[config.mk]
export PLATFORM = sky130hd
export DESIGN_NAME = pwm_multi_flat
export DESIGN_NICKNAME = d
export VERILOG_FILES = /design/src/rtl/pwm_multi_if.sv /design/src/rtl/pwm_multi.sv /design/src/flat_wrapper.sv
export SDC_FILE = /design/constraint.sdc
export NUM_CORES = 1
export LEC_CHECK = 0
export BUFFER_PORTS_ARGS = -buffer_cell sky130_fd_sc_hd__buf_2
export CAP_MARGIN = 15
export CELL_PAD_IN_SITES_DETAIL_PLACEMENT = 0
export CELL_PAD_IN_SITES_GLOBAL_PLACEMENT = 1
export CORE_ASPECT_RATIO = 0.5
export CORE_MARGIN = 2
export CORE_UTILIZATION = 50
export CTS_BUF_LIST = sky130_fd_sc_hd__clkbuf_2 sky130_fd_sc_hd__clkbuf_4 sky130_fd_sc_hd__clkbuf_8
export DETAILED_ROUTE_END_ITERATION = 6
export PLACE_DENSITY_LB_ADDON = 0.12
export SLEW_MARGIN = 15
export SYNTH_ARGS = -nofsm -noshare
export SYNTH_HDL_FRONTEND = slang
export SYNTH_SLANG_ARGS = --single-unit
[constraint.sdc]
create_clock -name clk -period 4.67 [get_ports clk]
set_input_delay 0.467 -clock clk [delete_from_list [all_inputs] [get_ports clk]]
set_output_delay 0.467 -clock clk [all_outputs]
set_load 0.05 [all_outputs]
[src/rtl/pwm_multi_if.sv]
// Button/mode inputs and PWM outputs of pwm_multi, bundled as one port.
// The master side drives buttons, channel select and mode; the slave
// side (the PWM block) drives the PWM pins and the period marker.
interface pwm_multi_if #(
    parameter int CHANNELS = 2,
    parameter int SEL_W    = (CHANNELS > 1) ? $clog2(CHANNELS) : 1
);
    logic                inc_btn;
    logic                dec_btn;
    logic [SEL_W-1:0]    ch_sel;
    logic                mode;
    logic [CHANNELS-1:0] pwm_out;
    logic                period_start;

    modport master (
        output inc_btn,
        output dec_btn,
        output ch_sel,
        output mode,
        input  pwm_out,
        input  period_start
    );

    modport slave (
        input  inc_btn,
        input  dec_btn,
        input  ch_sel,
        input  mode,
        output pwm_out,
        output period_start
    );
endinterface

[src/rtl/pwm_multi.sv]
// Multi-channel PWM generator with debounced push-button duty control.
// Each channel keeps a pending duty that the buttons adjust; the active
// duty and the alignment mode are copied in only when a new period starts,
// so every period is produced from one consistent set of values.
module pwm_multi #(
    parameter int CHANNELS  = 2,
    parameter int CNT_W     = 4,
    parameter int PERIOD    = 10,
    parameter int STEP      = 1,
    parameter int INIT_DUTY = 5,
    parameter int DEB_DIV   = 2
) (
    input  logic       clk,
    input  logic       reset,
    pwm_multi_if.slave bus
);
    localparam int DIV_W = (DEB_DIV > 1) ? $clog2(DEB_DIV) : 1;

    localparam logic [DIV_W-1:0] DIV_LAST   = DIV_W'(DEB_DIV - 1);
    localparam logic [CNT_W-1:0] CNT_LAST   = CNT_W'(PERIOD - 1);
    localparam logic [CNT_W-1:0] PERIOD_V   = CNT_W'(PERIOD);
    localparam logic [CNT_W-1:0] INIT_V     = CNT_W'(INIT_DUTY);
    localparam logic [CNT_W:0]   PERIOD_X   = (CNT_W + 1)'(PERIOD);
    localparam logic [CNT_W:0]   STEP_X     = (CNT_W + 1)'(STEP);
    localparam logic [31:0]      CHANNELS_U = 32'(CHANNELS);

    typedef enum logic {
        DIR_UP   = 1'b0,
        DIR_DOWN = 1'b1
    } dir_e;

    // Add one step, clamped at the full-period duty (computed one bit wider
    // so the sum cannot wrap).
    function automatic logic [CNT_W-1:0] sat_inc(input logic [CNT_W-1:0] d);
        logic [CNT_W:0] sum;
        sum = {1'b0, d} + STEP_X;
        if (sum > PERIOD_X) begin
            sat_inc = PERIOD_V;
        end else begin
            sat_inc = sum[CNT_W-1:0];
        end
    endfunction

    // Subtract one step, clamped at zero; the compare precedes the
    // subtraction so the result never underflows.
    function automatic logic [CNT_W-1:0] sat_dec(input logic [CNT_W-1:0] d);
        logic [CNT_W:0] d_x;
        d_x = {1'b0, d};
        if (d_x < STEP_X) begin
            sat_dec = '0;
        end else begin
            sat_dec = d - STEP_X[CNT_W-1:0];
        end
    endfunction

    logic [DIV_W-1:0]    div_r;
    logic                tick_s;
    logic                inc_s1_r, inc_s2_r;
    logic                dec_s1_r, dec_s2_r;
    logic                inc_ev_s, dec_ev_s;
    logic [31:0]         sel_idx_s;
    logic                sel_ok_s;
    logic [CNT_W-1:0]    duty_r     [CHANNELS];
    logic [CNT_W-1:0]    duty_nxt_s [CHANNELS];
    logic [CNT_W-1:0]    act_r      [CHANNELS];
    logic [CNT_W-1:0]    cnt_r, cnt_nxt_s;
    dir_e                dir_r, dir_nxt_s;
    logic                mode_q_r;
    logic                boundary_s;
    logic [CHANNELS-1:0] pwm_s;

    assign tick_s   = (div_r == DIV_LAST);
    assign inc_ev_s = tick_s & inc_s1_r & ~inc_s2_r;
    assign dec_ev_s = tick_s & dec_s1_r & ~dec_s2_r;

    // Free-running divider producing the debounce sampling tick.
    always_ff @(posedge clk or posedge reset) begin
        if (reset) begin
            div_r <= '0;
        end else if (tick_s) begin
            div_r <= '0;
        end else begin
            div_r <= div_r + DIV_W'(1);
        end
    end

    // Two-stage button samplers that only move on a tick, so a bouncing
    // contact is seen at the slow tick rate and one hold gives one edge.
    always_ff @(posedge clk or posedge reset) begin
        if (reset) begin
            inc_s1_r <= 1'b0;
            inc_s2_r <= 1'b0;
            dec_s1_r <= 1'b0;
            dec_s2_r <= 1'b0;
        end else if (tick_s) begin
            inc_s1_r <= bus.inc_btn;
            inc_s2_r <= inc_s1_r;
            dec_s1_r <= bus.dec_btn;
            dec_s2_r <= dec_s1_r;
        end
    end

    // Pending-duty update: one saturating step on the selected channel;
    // colliding inc/dec events or an out-of-range channel change nothing.
    always_comb begin
        sel_idx_s = 32'(bus.ch_sel);
        sel_ok_s  = (sel_idx_s < CHANNELS_U);
        for (int i = 0; i < CHANNELS; i++) begin
            duty_nxt_s[i] = duty_r[i];
            if (sel_ok_s && (sel_idx_s == 32'(i))) begin
                if (inc_ev_s && !dec_ev_s) begin
                    duty_nxt_s[i] = sat_inc(duty_r[i]);
                end else if (dec_ev_s && !inc_ev_s) begin
                    duty_nxt_s[i] = sat_dec(duty_r[i]);
                end else begin
                    duty_nxt_s[i] = duty_r[i];
                end
            end else begin
                duty_nxt_s[i] = duty_r[i];
            end
        end
    end

    // Pending-duty registers.
    always_ff @(posedge clk or posedge reset) begin
        if (reset) begin
            for (int i = 0; i < CHANNELS; i++) begin
                duty_r[i] <= INIT_V;
            end
        end else begin
            for (int i = 0; i < CHANNELS; i++) begin
                duty_r[i] <= duty_nxt_s[i];
            end
        end
    end

    // Period counter next state: sawtooth in edge mode, up/down triangle
    // with doubled endpoints in center mode; flags the edge that opens a
    // new period.
    always_comb begin
        cnt_nxt_s  = cnt_r;
        dir_nxt_s  = dir_r;
        boundary_s = 1'b0;
        if (!mode_q_r) begin
            dir_nxt_s = DIR_UP;
            if (cnt_r >= CNT_LAST) begin
                cnt_nxt_s  = '0;
                boundary_s = 1'b1;
            end else begin
                cnt_nxt_s = cnt_r + CNT_W'(1);
            end
        end else begin
            case (dir_r)
                DIR_UP: begin
                    if (cnt_r >= CNT_LAST) begin
                        cnt_nxt_s = CNT_LAST;
                        dir_nxt_s = DIR_DOWN;
                    end else begin
                        cnt_nxt_s = cnt_r + CNT_W'(1);
                    end
                end
                DIR_DOWN: begin
                    if (cnt_r == '0) begin
                        cnt_nxt_s  = '0;
                        dir_nxt_s  = DIR_UP;
                        boundary_s = 1'b1;
                    end else begin
                        cnt_nxt_s = cnt_r - CNT_W'(1);
                    end
                end
                default: begin
                    cnt_nxt_s  = '0;
                    dir_nxt_s  = DIR_UP;
                    boundary_s = 1'b1;
                end
            endcase
        end
    end

    // Counter state plus the shadow copies of duty and mode, refreshed only
    // on a period boundary; a press landing on that same edge waits a period.
    always_ff @(posedge clk or posedge reset) begin
        if (reset) begin
            cnt_r    <= '0;
            dir_r    <= DIR_UP;
            mode_q_r <= 1'b0;
            for (int i = 0; i < CHANNELS; i++) begin
                act_r[i] <= INIT_V;
            end
        end else begin
            cnt_r <= cnt_nxt_s;
            dir_r <= dir_nxt_s;
            if (boundary_s) begin
                mode_q_r <= bus.mode;
                for (int i = 0; i < CHANNELS; i++) begin
                    act_r[i] <= duty_r[i];
                end
            end
        end
    end

    // PWM compare against the active duty: low-aligned in edge mode,
    // centred on the turnaround in center mode.
    always_comb begin
        pwm_s = '0;
        for (int i = 0; i < CHANNELS; i++) begin
            if (mode_q_r) begin
                pwm_s[i] = ({1'b0, cnt_r} >= (PERIOD_X - {1'b0, act_r[i]}));
            end else begin
                pwm_s[i] = (cnt_r < act_r[i]);
            end
        end
    end

    assign bus.pwm_out      = pwm_s;
    assign bus.period_start = (cnt_r == '0) && (dir_r == DIR_UP);

endmodule

[src/flat_wrapper.sv]
// flat-port wrapper written by rule: the top's interface ports become plain ports
module pwm_multi_flat 
#(
    parameter int CHANNELS  = 2,
    parameter int CNT_W     = 4,
    parameter int PERIOD    = 10,
    parameter int STEP      = 1,
    parameter int INIT_DUTY = 5,
    parameter int DEB_DIV   = 2
)
  (clk, reset, bus_inc_btn, bus_dec_btn, bus_ch_sel, bus_mode, bus_pwm_out, bus_period_start);
  pwm_multi_if #(.CHANNELS(CHANNELS)) bus_i ();
  input  logic clk;
  input  logic reset;
  input wire logic [$bits(bus_i.inc_btn)-1:0] bus_inc_btn;
  input wire logic [$bits(bus_i.dec_btn)-1:0] bus_dec_btn;
  input wire logic [$bits(bus_i.ch_sel)-1:0] bus_ch_sel;
  input wire logic [$bits(bus_i.mode)-1:0] bus_mode;
  output wire logic [$bits(bus_i.pwm_out)-1:0] bus_pwm_out;
  output wire logic [$bits(bus_i.period_start)-1:0] bus_period_start;
  assign bus_i.inc_btn = bus_inc_btn;
  assign bus_i.dec_btn = bus_dec_btn;
  assign bus_i.ch_sel = bus_ch_sel;
  assign bus_i.mode = bus_mode;
  assign bus_pwm_out = bus_i.pwm_out;
  assign bus_period_start = bus_i.period_start;
  pwm_multi #(.CHANNELS(CHANNELS), .CNT_W(CNT_W), .PERIOD(PERIOD), .STEP(STEP), .INIT_DUTY(INIT_DUTY), .DEB_DIV(DEB_DIV)) u_core (.clk(clk), .reset(reset), .bus(bus_i));
endmodule
======== Word-level counts from Yosys, hierarchy flattened ========
Cells that the tools add are included.
storage, ports and cells
  register bits after elaboration ......... 27
  input bits .............................. 6
  output and inout port bits .............. 3
  word-level logic and storage cells ...... 70
operators by class
  add/subtract/negate cells ............... 9
  order comparisons ....................... 9
  muxes and demuxes ....................... 23
  bitwise gates (word level) .............. 8
  reduce and logical (&&, ||, !) cells .... 9
operator list
  operator                                                  count
  2-to-1 mux 4 bit                                          12
  subtractor 4 x 1 -> 4 bit, second input constant          3
  adder 4 x 1 -> 5 bit, second input constant               2
  greater-or-equal comparator 4 x 5 -> 1 bit                2
  > comparator 5 x 4 -> 1 bit, second input constant        2
  subtractor 4 x 4 -> 5 bit, first input constant           2
  2-to-1 mux 1 bit                                          9
  < comparator 4 x 1 -> 1 bit, second input constant        2
  < comparator 4 bit                                        2
  one-hot mux 4 bit (2 select lines)                        1
  adder 4 x 1 -> 4 bit, second input constant               1
  bitwise AND 1 bit                                         4
  greater-or-equal comparator 4 bit, second input constant  1
  logical NOT 4 bit                                         1
  inverter 1 bit                                            4
  AND reduction 2 bit                                       2
  logical AND 1 bit                                         3
  logical NOT 1 bit                                         2
  one-hot mux 1 bit (2 select lines)                        1
  nonzero test 2 bit                                        1
  adder 1 bit, second input constant                        1

======== Longest topological paths before layout ========
Gate-level depths: netlist of the first run.
  word-level depth ........................ 6
  depth in mapped cells ................... 9
  depth with buffers taken out ............ 7

======== Least setup slack after synthesis of the first run ========
Ideal clock, no wire load.
  path type ............................... register to output
  start point ............................. register u_core.act_r[4] (netlist name)
  end point ............................... output bus_pwm_out[0]
  arrival time ............................ 2.385 ns
  required time ........................... 4.203 ns
  setup slack ............................. 1.818 ns
  stages on the path, launching flop included .. 6
  path buffers ............................ 0
  path through ............................ dfstp_2 -> ha_1 -> ha_1 -> o21ai_0 -> nor4b_1 -> o31ai_1
between the ends
  longest elaborated chain between the ends .. 3
RTL lines
  element                                     line                RTL
  from (decl)                                 pwm_multi.sv:65     logic [CNT_W-1:0] act_r [CHANNELS];
  from (signal, indexed assignment)           pwm_multi.sv:196    act_r[i] <= duty_r[i];
  subtractor 4 x 4 -> 5 bit                   pwm_multi.sv:208    pwm_s[i] = ({1'b0, cnt_r} >= (PERIOD_X - {1'b0, act_r[i]}));
  greater-or-equal comparator 4 x 5 -> 1 bit  pwm_multi.sv:208
  2-to-1 mux 1 bit (*)                        pwm_multi.sv:207    if (mode_q_r) begin
  to (decl)                                   flat_wrapper.sv:19  output wire logic [$bits(bus_i.pwm_out)-1:0] bus_pwm_out;
Every way passes the cells marked *; elsewhere a longest branch is shown, timed or not.

======== Worst setup path in the final report of the first run ========
Same ends and word-level chain as after synthesis.

==> out/results.env, run 1 <==
DETAIL_ROUTE.FIRST_PASS.ITERATIONS=4
HOLD_BUFFERS=0
R2R_SLACK_NS=2.52
LAYOUT_MIN_CYCLE_TIME_NS=2.49
YOSYSSEQAREASHARE_PCT=33.6
GRT_SETUP_UNREPAIRED='false'
INITIAL_UTILIZATION_PCT=52.2
INSERTION_DELAY_NS=0.27
XOR_XNOR_CELL_AREA_SHARE_OF_THE_YOSYS_NETLIST_PCT=2.58
CP_MAX_FO=4
LAYOUT-AREA-OVERHEAD-VS-SYNTH_PCT=6.38
GRT_MAX_DEGREE=28
POST_CTS_RESIZE_COUNT=0
CLK_TRANSITION_REPORTED_PATHS_NS=0.09
GRT.TOTAL_USAGE_PCT=18.4
TIMING.CRITICAL_PATH.REQUIRED_NS=4.20
MAX_SLEW.WORST_PIN.SLEW_NS=0.992
DETAIL-ROUTE-ANTENNA-NETS=0
OUTCOME='finished clean'
SYNTH_TOP_CELL_AREA_SHARE_PCT=23.3
FINALSETUPVIOLATIONS=0
DRT-INITIAL-DRC-COUNT=33
WORSTHOLDPATHTYPE='in -> async'
CLOCK_TREE.BUFFER_DEPTH=2
POST_CTS.REPAIR.SETUP_BUFFERS=0
COUNT_OF_FLIP_FLOPS_WITH_A_BUILT_IN_ENABLE_AFTER_SYNTHESIS=0
AVGSYNTHCELLAREA_UM2=9.39
FIN_SETUP_TNS_NS=0
LARGEST_FAMILY_OF_LOGIC_CELLS_BY_SYNTHESIZED_AREA='compound AO/OA/AOI/OAI gates'
ROUTED-VIA-COUNT=1521
CTS.SINK_COUNT=27
POST_SYNTH_AND_OR_NAND_NOR_AREA_FRACTION_PCT=14.5
SYN_INST=217
CTS_MAX_LEVEL=1
GLOBAL_ROUTE_WIRE_LENGTH_BEFORE_REPAIR_MM=6.67
FP.COREAREA_UM2=3900
CTS_INSERTED_BUFFERS=3
SYNTH.LARGEST_AREA_CELL='sky130_fd_sc_hd__dfrtp_1'
GRT_OVERFLOW=0
SYNTH_TOP_FLOP_CELL='sky130_fd_sc_hd__dfrtp_1'
CLOCK_ROOT_BUFFER='sky130_fd_sc_hd__clkbuf_8'
DESIGN.FINAL.NETS=256
SYNTH_FP_NETS=250
CRITICAL_PATH.STARTPOINT_TYPE='flop'
DIE_AREA_UM2=4630
SYNTH_COMPOUND_GATE_AREA_SHARE_PCT=20.7
ROUTE.DETAILED.WL_PER_INST_UM=14.2
DIE_W_UM=94.3
CATEGORY_OF_THE_MOST_CRITICAL_SETUP_PATH='reg -> out'
DETAIL_ROUTE.DRC_VIOLATIONS=0
NUMBER_OF_GLOBAL_ROUTE_VIAS_BEFORE_REPAIR=1438
POST_SYNTH_NUM_CELL_TYPES=45
NUMBER_OF_PLACEMENT_ROWS=16
PLACE.PORT_BUFFERS=8
FINAL_WTD_CONGESTION=0.791
TOTAL_OF_FLIP_FLOPS_PLUS_LATCHES_AFTER_SYNTHESIS=27
TIMING.REG2REG.WORST_PATH_DEPTH=6
CLOCK.FMAX_MHz=401
DETAILEDPLACEMENTHPWL_MM=2.91
CRIT_ARRIVAL_NS=2.03
CHIPHEIGHT_UM=49.1
MAPPEDNETLISTAREA_UM2=2040
CTS_TREE='built'
RR_STARTPOINT='u_core.cnt_r[1]$_DFF_PP0_'
CRITICAL_PATH.ENDPOINT_TYPE='output pin'
WORSTREG2REGEND='u_core.act_r[7]$_DFFE_PP0P_'
POST_SYNTH_FA_HA_MAJ_AREA_FRACTION_PCT=16.6
YOSYSWARNINGS=0
SYNTHTOPCELLSBYAREA='sky130_fd_sc_hd__dfrtp_1 23%, sky130_fd_sc_hd__ha_1 17%, sky130_fd_sc_hd__dfstp_2 10%'
RELSLEWSLACK_PCT=33.4
DETAIL_ROUTE.WIRELENGTH_MM=3.91
CLOCK-SKEW-FINAL_NS=0.00723
GRT_ANTENNA_BEFORE_REPAIR=0
PINS_OVER_SLEW_LIMIT=0
RATIO_OF_CELLS_WITH_DRIVE_ABOVE_1_IN_THE_FINAL_LAYOUT_PCT=17.1
IOPINCOUNT=9
HOLD_VIOL_FINAL=0
SYNTH.MUX.AREA_FRACTION_PCT=6.81
CAP_VIOLATIONS=0
MIN_PERIOD_OVER_PERIOD_PCT=53.4
ASYNC_FLOP_SHARE_PCT=100
WORST_SETUP_ENDPOINT='bus_pwm_out[0]'
VIAS_PER_CELL=5.51
N_ANTENNA_CELL=0
SETUP_CRIT_START='u_core.act_r[4]$_DFFE_PP1P_'
## layer usage
metal / track usage (%) / wire [um]
met2: 28.1 / 1710
met5: 0 / 0
met1: 27.5 / 2070
met4: 1.45 / 20
met3: 4.64 / 107
## flip-flops by register name, indices dropped and copies added, names as in the netlist
name             flops
u_core.mode_q_r      1
u_core.dec_s1_r      1
u_core.cnt_r         4
u_core.inc_s2_r      1
u_core.inc_s1_r      1
u_core.act_r         8
u_core.div_r         1
u_core.duty_r        8
u_core.dir_r         1
u_core.dec_s2_r      1
## worst min-delay path by stage
stage / endpoint / depth (start not counted)
after floorplan: u_core.inc_s2_r$_DFFE_PP0P_ / 2
after global placement: u_core.dec_s2_r$_DFFE_PP0P_ / 1
after detailed placement: u_core.dec_s2_r$_DFFE_PP0P_ / 1
after CTS: u_core.mode_q_r$_DFFE_PP0P_ / 2
after global routing: u_core.inc_s1_r$_DFFE_PP0P_ / 2
final: u_core.dec_s1_r$_DFFE_PP0P_ / 2
## Yosys cell counts (2+ instances only)
cell type                   n
sky130_fd_sc_hd__a211o_1    2
sky130_fd_sc_hd__a211oi_1   3
sky130_fd_sc_hd__a21boi_0   2
sky130_fd_sc_hd__a21oi_1   14
sky130_fd_sc_hd__a22o_1     3
sky130_fd_sc_hd__a311oi_1   2
sky130_fd_sc_hd__a31o_2     3
sky130_fd_sc_hd__a31oi_1    3
sky130_fd_sc_hd__clkbuf_1   7
sky130_fd_sc_hd__dfrtp_1   19
sky130_fd_sc_hd__dfstp_2    8
sky130_fd_sc_hd__ha_1      27
sky130_fd_sc_hd__inv_1     21
sky130_fd_sc_hd__mux2_2     3
sky130_fd_sc_hd__mux2_4     5
sky130_fd_sc_hd__mux2i_1    3
sky130_fd_sc_hd__nand2_1   15
sky130_fd_sc_hd__nand2b_1   2
sky130_fd_sc_hd__nand3_1    4
sky130_fd_sc_hd__nand3b_1   2
sky130_fd_sc_hd__nor2_1    10
sky130_fd_sc_hd__nor2b_1    6
sky130_fd_sc_hd__nor3_1     4
sky130_fd_sc_hd__nor4_1     2
sky130_fd_sc_hd__nor4b_1    3
sky130_fd_sc_hd__o21a_1     2
sky130_fd_sc_hd__o21ai_0   18
sky130_fd_sc_hd__o31ai_1    3
sky130_fd_sc_hd__xnor2_1    5
## cells by family (layout without fill, tap and decap cells)
family / after synthesis / in the layout
adders and majority gates: 27 / 27
xor gates and xnor gates: 6 / 6
DFF: 27 / 27
muxes: 11 / 11
buffers and inverters: 28 / 33
AOI/OAI and AO/OA: 63 / 63
and+or+nand+nor: 55 / 55
## cell usage in the layout, fill, tap and decap left out, drive strengths merged, types with 3 or more instances in the layout
cell type / instances
clkbuf: 4
buf: 8
mux2: 8
a31o: 3
dfrtp: 19
nor3: 4
a22o: 3
a211oi: 3
nand3: 4
mux2i: 3
a21oi: 14
inv: 20
a31oi: 3
o21ai: 19
o31ai: 4
dfstp: 8
nor4b: 3
ha: 27
nand2: 15
xnor2: 5
nor2: 10
nor2b: 6
## area by class of cell
cell class                 count  area, um^2
sequential                    27         686
timing repair buffer           8        40.0
tap                           54        67.6
multi-input combinational    162        1250
inverter                      21        78.8
clock buffer                   4        48.8
fill                         364        1740
## metrics by stage
stage          hold WS, ns  util, %  worst slack (ns)  std cells  area, um^2
3_5_place_dp         0.493     54.3              2.45        272        2120
6_report             0.291     55.5              2.18        276        2170
2_1_floorplan        0.464        -              1.82        217        2040
4_1_cts              0.405     55.5              2.14        276        2170
3_3_place_gp         0.482     54.3              2.48        272        2120
5_1_grt              0.334     55.5              2.03        276        2170
## critical path, stage by stage (launching register included)
cell	delay, ns
sky130_fd_sc_hd__dfstp_2	0.57
sky130_fd_sc_hd__ha_1	0.24
sky130_fd_sc_hd__ha_1	0.27
sky130_fd_sc_hd__o21ai_0	0.07
sky130_fd_sc_hd__nor4b_1	0.14
sky130_fd_sc_hd__o31ai_1	0.18
sky130_fd_sc_hd__buf_2	0.29
Power of run 1 is left out: the tool's default activity adds up to more than one toggle a clock period on the data nets, which glitch-free logic cannot reach.
==> run 2: changes to the inputs <==
Settings changed: ABC_AREA set to 1, CORE_UTILIZATION 50 to 42.
Clock period 4.67 ns to 2.1 ns, I/O delays scaled along.
==> out/results.env, run 2 <==
SYNTH_TOP_FLOP_CELL='sky130_fd_sc_hd__dfrtp_1'
WORSTHOLDSTART='bus_mode'
SYNTH_FP_NETS=328  # +31%
MOST_INSTANTIATED_LIBRARY_CELL_AFTER_SYNTHESIS='sky130_fd_sc_hd__nand2_1'
DETAIL_ROUTE.WIRELENGTH_MM=4.22  # +8.1%
DETAIL-ROUTE-ANTENNA-NETS=0  # unchanged
MULTI_INPUT_COMB_AREA_UM2=1220  # -2.2%
BIGGESTREGSBYFLOPS='u_core.act_r: 8 flops, u_core.duty_r: 8 flops, u_core.cnt_r: 4 flops'
PLACED_INSTANCES=370  # +36%
MAPPEDNETLISTAREA_UM2=2120  # +4.0%
DETAIL_ROUTE.DRC_VIOLATIONS=0  # unchanged
IOPINCOUNT=9  # unchanged
AVGSYNTHCELLAREA_UM2=7.18  # -24%
ROUTE.DETAILED.WL_PER_INST_UM=11.2  # -21%
PLACE.PORT_BUFFERS=8  # unchanged
RELSLEWSLACK_PCT=67.9  # +34 points
ASYNC_FLOP_SHARE_PCT=100  # unchanged
WORSTHOLDPATHTYPE='in -> reg'
CTS.SINK_COUNT=27  # unchanged
N_FILL_CELL=517  # +42%
MAX_SLEW.WORST_PIN.SLEW_NS=0.482  # -0.511 ns
CLOCK_TREE.BUFFER_DEPTH=2  # unchanged
GLOBAL_ROUTE_WIRE_LENGTH_BEFORE_REPAIR_MM=7.28  # +9.2%
FINAL_INSTANCE_COUNT_WITHOUT_FILLER_CELLS=377  # +37%
CATEGORY_OF_THE_MOST_CRITICAL_SETUP_PATH='reg -> out'
VIAS_PER_CELL=4.64  # -16%
SYNTHTOPCELLSBYAREA='sky130_fd_sc_hd__dfrtp_1 22%, sky130_fd_sc_hd__ha_1 16%, sky130_fd_sc_hd__nand2_1 15%'
WORSTHOLDPATHCELLS=3
CRIT_PATH_CELL_TRACE='ha_1, ha_1, nand2_1, nand2_1, nand2_1, nand2_1, nand2_1, nand2_1, nand2_1, nand2_1, buf_6'
SETUP_CRIT_START='u_core.act_r[0]$_DFFE_PP1P_'
HOLD_VIOL_FINAL=0  # unchanged
CAP_VIOLATIONS=0  # unchanged
CRITICAL_PATH.STARTPOINT_TYPE='flop'
LEAKAGE_POWER_nW=1.25
MOSTFREQUENTLAYOUTCELL='sky130_fd_sc_hd__nand2_1'
CTS_INSERTED_BUFFERS=3  # unchanged
POWER_DENSITY_nW_PER_UM2=1660
YOSYSWARNINGS=0  # unchanged
CRIT_ARRIVAL_NS=1.87  # -0.16 ns
TIMING.CRITICAL_PATH.SLOWEST_STAGE_CELL='sky130_fd_sc_hd__dfstp_2'
RR_STARTPOINT='u_core.cnt_r[1]$_DFF_PP0_'
SYNTHTOPCELLSBYCOUNT='87 x sky130_fd_sc_hd__nand2_1, 51 x sky130_fd_sc_hd__inv_1, 29 x sky130_fd_sc_hd__nor2_1, 27 x sky130_fd_sc_hd__ha_1, 19 x sky130_fd_sc_hd__dfrtp_1'
SYNTH.LARGEST_AREA_CELL='sky130_fd_sc_hd__dfrtp_1'
NUMBER_OF_PLACEMENT_ROWS=18  # +2
SYNTH_TOP_CELL_AREA_SHARE_PCT=22.4  # -0.90 points
INSERTION_DELAY_NS=0.27  # about the same
CRIT_TOP_CELL='sky130_fd_sc_hd__nand2_1'
TIMING.REG2REG.WORST_PATH_DEPTH=7  # +1
DRT-INITIAL-DRC-COUNT=55  # +67%
CRITICAL_PATH.ENDPOINT_TYPE='output pin'
YOSYSSEQAREASHARE_PCT=32.3  # -1.3 points
FP.COREAREA_UM2=4890  # +25%
CHIPHEIGHT_UM=54.2  # +10%
FIN_SETUP_TNS_NS=0  # unchanged
CRITPATHTOPFAMILY='flip-flops'
CLOCK.FMAX_MHz=481
GRT_SETUP_UNREPAIRED='true'
CTS_TREE='built'
DIE_AREA_UM2=5670  # +22%
TOTAL_POWER_mW=3.87
NUMBER_OF_GLOBAL_ROUTE_VIAS_BEFORE_REPAIR=1590  # +11%
DESIGN.FINAL.NETS=341  # +33%
FINALSETUPVIOLATIONS=0  # unchanged
PINS_OVER_SLEW_LIMIT=0  # unchanged
DETAILEDPLACEMENTHPWL_MM=3.23  # +11%
MIN_PERIOD_OVER_PERIOD_PCT=98.9
PEAK_SUPPLY_DROP_V=0.000549
TOTAL_OF_FLIP_FLOPS_PLUS_LATCHES_AFTER_SYNTHESIS=27  # unchanged
COUNT_OF_FLIP_FLOPS_WITH_A_BUILT_IN_ENABLE_AFTER_SYNTHESIS=0  # unchanged
DIE_W_UM=104  # +11%
CLOCK-SKEW-FINAL_NS=0.00220  # -0.00503 ns
GRT_MAX_DEGREE=28  # unchanged
SYN_INST=295  # +36%
ROUTED-VIA-COUNT=1749  # +15%
PATH_DEPTH=11  # +5
INITIAL_UTILIZATION_PCT=43.4  # -8.8 points
TIMING.CRITICAL_PATH.REQUIRED_NS=1.89  # -2.31 ns
FINAL_WTD_CONGESTION=0.760  # -3.9%
CP.BUFFERS_INVERTERS=1  # unchanged
LAYOUT_MIN_CYCLE_TIME_NS=2.08
CP_MAX_FO=2  # -2
N_ANTENNA_CELL=0  # unchanged
SEQUENTIAL_CELL_AREA_UM2=688  # +0.36%
POST_SYNTH_NUM_CELL_TYPES=25  # -44%
COMMONEST_CELLS_AFTER_ROUTING_FILL_AND_TAPS_ASIDE='87 x sky130_fd_sc_hd__nand2_1, 50 x sky130_fd_sc_hd__inv_1, 29 x sky130_fd_sc_hd__nor2_1'
DETAIL_ROUTE.FIRST_PASS.ITERATIONS=4  # unchanged
GRT.TOTAL_USAGE_PCT=16.4  # -2.0 points
OUTCOME='finished clean'
GRT_OVERFLOW=0  # unchanged
LAYOUT-AREA-OVERHEAD-VS-SYNTH_PCT=10.4
CLK_TRANSITION_REPORTED_PATHS_NS=0.10  # about the same
RATIO_OF_CELLS_WITH_DRIVE_ABOVE_1_IN_THE_FINAL_LAYOUT_PCT=12.1  # -5.1 points
CPPEAKSTAGEDELAY_NS=0.55  # -0.02 ns
CLOCK_ROOT_BUFFER='sky130_fd_sc_hd__clkbuf_8'
GRT_ANTENNA_BEFORE_REPAIR=0  # unchanged
CTS_MAX_LEVEL=1  # unchanged
==> run 2: cell types whose count changed after synthesis, moves of 6 or more <==
cell                       change
sky130_fd_sc_hd__clkbuf_1      -7
sky130_fd_sc_hd__nand3_1       +8
sky130_fd_sc_hd__nor2_1       +19
sky130_fd_sc_hd__inv_1        +30
sky130_fd_sc_hd__nand2_1      +72
sky130_fd_sc_hd__o21ai_0       -7
sky130_fd_sc_hd__nor2b_1       -6
==> run 2: final cells by class <==
class,count,share of cell area (%)
inverters,52,8.45
clock inverters,1,0.374
repair buffers,13,4.12
multi-input cells,211,52.1
flip-flops and latches,27,29.4
well taps,70,3.74
clock buffers,3,1.76
==> run 2: worst paths after layout <==
kind | slack, ns | to
setup / recovery | 0.02 | bus_pwm_out[1]
hold / removal | 0.12 | u_core.mode_q_r$_DFFE_PP0P_
setup reg to reg | 0.36 | u_core.act_r[4]$_DFFE_PP1P_
hold reg to reg | 0.50 | u_core.inc_s2_r$_DFFE_PP0P_
max in group asynchronous | 1.26 | u_core.act_r[6]$_DFFE_PP1P_
min in group asynchronous | 0.54 | u_core.act_r[1]$_DFFE_PP0P_
==> run 2: repair_timing <==
action	in CTS	in global routing
endpoints found under the hold margin	19	0
setup buffers	2	0
resized for setup	5	5
pin swaps	0	2
hold buffers	1	0
setup endpoints to repair	2	3
==> run 2: worst register-to-register path, cell delays in order (launching register included) <==
cell	delay (ns)
sky130_fd_sc_hd__dfrtp_2	0.51
sky130_fd_sc_hd__inv_1	0.12
sky130_fd_sc_hd__ha_1	0.23
sky130_fd_sc_hd__nand3_2	0.09
sky130_fd_sc_hd__nand2_2	0.10
sky130_fd_sc_hd__o21ai_4	0.42
sky130_fd_sc_hd__nor2_1	0.09
sky130_fd_sc_hd__a21oi_1	0.13
==> run 2: kinds of logic (layout without fill, tap and decap cells) <==
family	after synthesis	in the layout	share of synthesized area [%]
DFF	27	27	32.3
AOI/OAI and AO/OA	37	37	10.0
and+or+nand+nor	136	136	25.9
buffers and inverters	57	69	11.3
adders and majority gates	27	27	15.9
xor gates and xnor gates	11	11	4.55
==> run 2: stage by stage <==
step	cell area [um^2]	setup WS (ns)	hold slack (ns)	util (%)
floorplan	2120	0.240	0.257	-
global placement	2220	0.241	0.287	45.4
detailed placement	2220	0.219	0.298	45.4
CTS	2310	-0.000262	0.113	47.2
global route	2340	-0.0995	0.132	47.9
finish	2340	0.0224	0.122	47.9
==> run 2: per-layer routing <==
layer	up-vias	GRT usage (%)	share of wire (%)
li1	935	-	-
met4	0	3.15	0.33
met1	789	22.0	51
met3	2	3.45	3.0
met5	-	0	0
met2	23	28.2	45
==> run 2: power by group <==
part | switching [mW] | internal, mW
sequential | 0.344 | 0.787
combinational | 1.43 | 1.01
clock | 0.172 | 0.139
Note: power is estimated with default switching activity, not from simulation.
==> run 3: changes to the inputs <==
Settings changed: CORE_UTILIZATION 42 to 35.
==> out/results.env, run 3 (same netlist as run 2, synthesis figures left out) <==
OUTCOME='finished clean'
PLACE.PORT_BUFFERS=8  # unchanged
COMMONEST_CELLS_AFTER_ROUTING_FILL_AND_TAPS_ASIDE='84 x sky130_fd_sc_hd__nand2_1, 50 x sky130_fd_sc_hd__inv_1, 29 x sky130_fd_sc_hd__nor2_1'
GRT_MAX_DEGREE=18  # -36%
DRT-INITIAL-DRC-COUNT=88  # +60%
POWER.NET_SWITCHING_mW=2.03  # +4.3%
CLK_TRANSITION_REPORTED_PATHS_NS=0.10  # about the same
HOLD_VIOL_FINAL=0  # unchanged
CAP_VIOLATIONS=0  # unchanged
WORSTHOLDPATHTYPE='in -> reg'
CRIT_PATH_CELL_TRACE='buf_6, ha_1, inv_1, nand2_1, nand2_2, nand2_1, nand2_1, nand2_1, nand2_1, nand2_1, nand2_1, nand2_2, buf_8'
CATEGORY_OF_THE_MOST_CRITICAL_SETUP_PATH='reg -> out'
GLOBAL_ROUTE_WIRE_LENGTH_BEFORE_REPAIR_MM=7.62  # +4.7%
RR_STARTPOINT='u_core.div_r$_DFF_PP0_'
N_FILL_CELL=611  # +18%
FINALSETUPVIOLATIONS=0  # unchanged
CTS_MAX_LEVEL=1  # unchanged
GRT_OVERFLOW=0  # unchanged
WORSTHOLDSTART='bus_inc_btn'
WORSTHOLDPATHCELLS=3  # unchanged
CPPEAKSTAGEDELAY_NS=0.58  # +0.03 ns
DIE_W_UM=114  # +9.2%
NUMBER_OF_GLOBAL_ROUTE_VIAS_BEFORE_REPAIR=1640  # +3.1%
ROUTED-VIA-COUNT=1753  # +0.23%
TOP_USAGE_LAYER='met2'
DESIGN.FINAL.NETS=343  # +0.59%
RELSLEWSLACK_PCT=68.6  # +0.70 points
P_COMB_SHARE_PCT=64.2  # +1.4 points
WORSTHOLDENDPOINT='u_core.inc_s1_r$_DFFE_PP0P_'
GRT_SETUP_UNREPAIRED='true'
GR_LAYER_USAGE_MET2_PCT=24.1  # -4.1 points
SETUP_WS_NS=0.00211  # -0.0203 ns
PINS_OVER_SLEW_LIMIT=0  # unchanged
FIN_SETUP_TNS_NS=0  # unchanged
CTS_TREE='built'
IOPINCOUNT=9  # unchanged
POWER_DENSITY_nW_PER_UM2=1700  # +2.6%
CRITPATHTOPFAMILY='flip-flops'
CLOCK_POWER_SHARE_PCT=7.7  # -0.3 points
TOTAL_POWER_mW=4.07  # +5.0%
FP.COREAREA_UM2=5660  # +16%
INITIAL_UTILIZATION_PCT=37.5  # -5.9 points
CLOCK.FMAX_MHz=477  # -0.97%
DETAIL-ROUTE-ANTENNA-NETS=0  # unchanged
CRIT_ARRIVAL_NS=1.89  # +0.02 ns
MET1_USAGE_PCT=20.2  # -1.8 points
CTS.SINK_COUNT=27  # unchanged
ROUTE.DETAILED.WL_PER_INST_UM=11.7  # +4.6%
MAX_SLEW.WORST_PIN.SLEW_NS=0.470  # -0.0111 ns
N_ANTENNA_CELL=0  # unchanged
CRITICAL_PATH.ENDPOINT_TYPE='output pin'
GRT.TOTAL_USAGE_PCT=14.4  # -2.0 points
DETAIL_ROUTE.WIRELENGTH_MM=4.47  # +5.9%
R2R_SLACK_NS=0.38  # +0.02 ns
LAYOUT_MIN_CYCLE_TIME_NS=2.10  # +0.0203 ns
DETAILEDPLACEMENTHPWL_MM=3.43  # +6.1%
CLOCK-SKEW-FINAL_NS=0.00293  # +0.000733 ns
INSERTION_DELAY_NS=0.27  # about the same
MOSTFREQUENTLAYOUTCELL='sky130_fd_sc_hd__nand2_1'
CTS_INSERTED_BUFFERS=3  # unchanged
TIMING.CRITICAL_PATH.SLOWEST_STAGE_CELL='sky130_fd_sc_hd__dfstp_2'
MULTI_INPUT_COMB_AREA_UM2=1250  # +2.7%
POWER_SWITCHING_SHARE_PCT=49.8  # -0.32 points
NUMBER_OF_PLACEMENT_ROWS=19  # +1
GRT.MET3_USAGE_PCT=2.45  # -1.0 points
RATIO_OF_CELLS_WITH_DRIVE_ABOVE_1_IN_THE_FINAL_LAYOUT_PCT=14.2  # +2.2 points
CRIT_TOP_CELL='sky130_fd_sc_hd__nand2_1'
PEAK_SUPPLY_DROP_V=0.000454  # -17%
CHIPHEIGHT_UM=59.0  # +8.8%
BIGGESTREGSBYFLOPS='u_core.act_r: 8 flops, u_core.duty_r: 8 flops, u_core.cnt_r: 4 flops'
DETAIL_ROUTE.DRC_VIOLATIONS=0  # unchanged
SEQUENTIAL_CELL_AREA_UM2=688  # unchanged
FINAL_WTD_CONGESTION=0.850  # +12%
INTERNAL_POWER_OF_THE_CELLS_mW=2.04  # +5.7%
GRT_ANTENNA_BEFORE_REPAIR=0  # unchanged
DIE_AREA_UM2=6730  # +19%
TIMING.CRITICAL_PATH.REQUIRED_NS=1.89  # about the same
TIMING.REG2REG.WORST_PATH_DEPTH=9  # +2
CLOCK_ROOT_BUFFER='sky130_fd_sc_hd__clkbuf_8'
VIAS_PER_CELL=4.59  # -1.1%
CRITICAL_PATH.STARTPOINT_TYPE='flop'
LAYOUT-AREA-OVERHEAD-VS-SYNTH_PCT=13.0
CLOCK_TREE.BUFFER_DEPTH=2  # unchanged
LEAKAGE_POWER_nW=1.27  # +0.89%
PRE_CTS_SLACK_NS=0.205  # -0.0142 ns
PWR-SHARE-SEQ_PCT=28.1  # -1.1 points
MIN_PERIOD_OVER_PERIOD_PCT=99.9  # +0.97 points
DETAIL_ROUTE.FIRST_PASS.ITERATIONS=4  # unchanged
WORSTREG2REGEND='u_core.duty_r[5]$_DFFE_PP0P_'
CP.BUFFERS_INVERTERS=3  # +2
CP_MAX_FO=3  # +1
run 3: changes by cell type in the layout (fill, tap and decap cells not counted), sizes merged:
cell and change:
buf +2
run 3: final cells by class:
| type | instances | share of cell area, % |
|---|---|---|
| clock inverter | 1 | 0.366 |
| tap | 73 | 3.81 |
| sequential | 27 | 28.7 |
| inverter | 52 | 8.25 |
| clock buffer | 3 | 1.72 |
| multi-input combinational | 211 | 52.3 |
| timing repair buffer | 15 | 4.81 |
run 3: metal layers:
layer,wire length [um],vias up
li1,-,945
met5,0,-
met1,2330,783
met4,40,0
met2,2020,21
met3,88,4
run 3: stage by stage:
stage	utilization (%)	std cells	area, um^2	hold slack [ns]
after floorplan	-	295	2120	0.257
after global placement	39.6	375	2240	0.255
after detailed placement	39.6	375	2240	0.246
after CTS	42.0	382	2380	0.133
after global routing	42.3	382	2390	0.158
final	42.3	382	2390	0.142
run 3: repair_timing:
item                                    CTS  global route
gates resized for setup                   8             8
gates cloned                              0             0
pin swaps                                 3             6
buffers inserted                          2             0
endpoints found under the hold margin     7             0
endpoints found under the setup margin    2             3
hold buffers                              1             0
run 3: worst reg2reg max path, cell delays in order (launching register included):
cell	delay, ns
sky130_fd_sc_hd__dfrtp_1	0.45
sky130_fd_sc_hd__inv_1	0.12
sky130_fd_sc_hd__nor3_1	0.17
sky130_fd_sc_hd__ha_1	0.28
sky130_fd_sc_hd__nor2_1	0.25
sky130_fd_sc_hd__o21ai_0	0.14
sky130_fd_sc_hd__inv_1	0.07
sky130_fd_sc_hd__nand2_1	0.05
sky130_fd_sc_hd__inv_1	0.04
sky130_fd_sc_hd__a21oi_1	0.06
run 3: power groups by stage:
stage                     Combinational (mW)  Clock [mW]  Sequential [mW]
after global routing                    2.99       0.353             1.19
final                                   2.61       0.313             1.14
after floorplan                         1.97           0            0.978
after CTS                               2.51       0.333             1.14
after global placement                  2.27           0             1.12
after detailed placement                2.28           0             1.13
run 3: worst max-delay path by stage:
stage	startpoint	endpoint	slack, ns	cells after the start
2_1_floorplan	u_core.act_r[4]$_DFFE_PP1P_	bus_pwm_out[0]	0.24	10
3_3_place_gp	u_core.act_r[4]$_DFFE_PP1P_	bus_pwm_out[0]	0.23	11
3_5_place_dp	u_core.act_r[4]$_DFFE_PP1P_	bus_pwm_out[0]	0.20	11
4_1_cts	u_core.cnt_r[0]$_DFF_PP0_	bus_pwm_out[0]	0.008	13
5_1_grt	u_core.act_r[4]$_DFFE_PP1P_	bus_pwm_out[0]	-0.10	13
6_report	u_core.act_r[4]$_DFFE_PP1P_	bus_pwm_out[0]	0.002	13
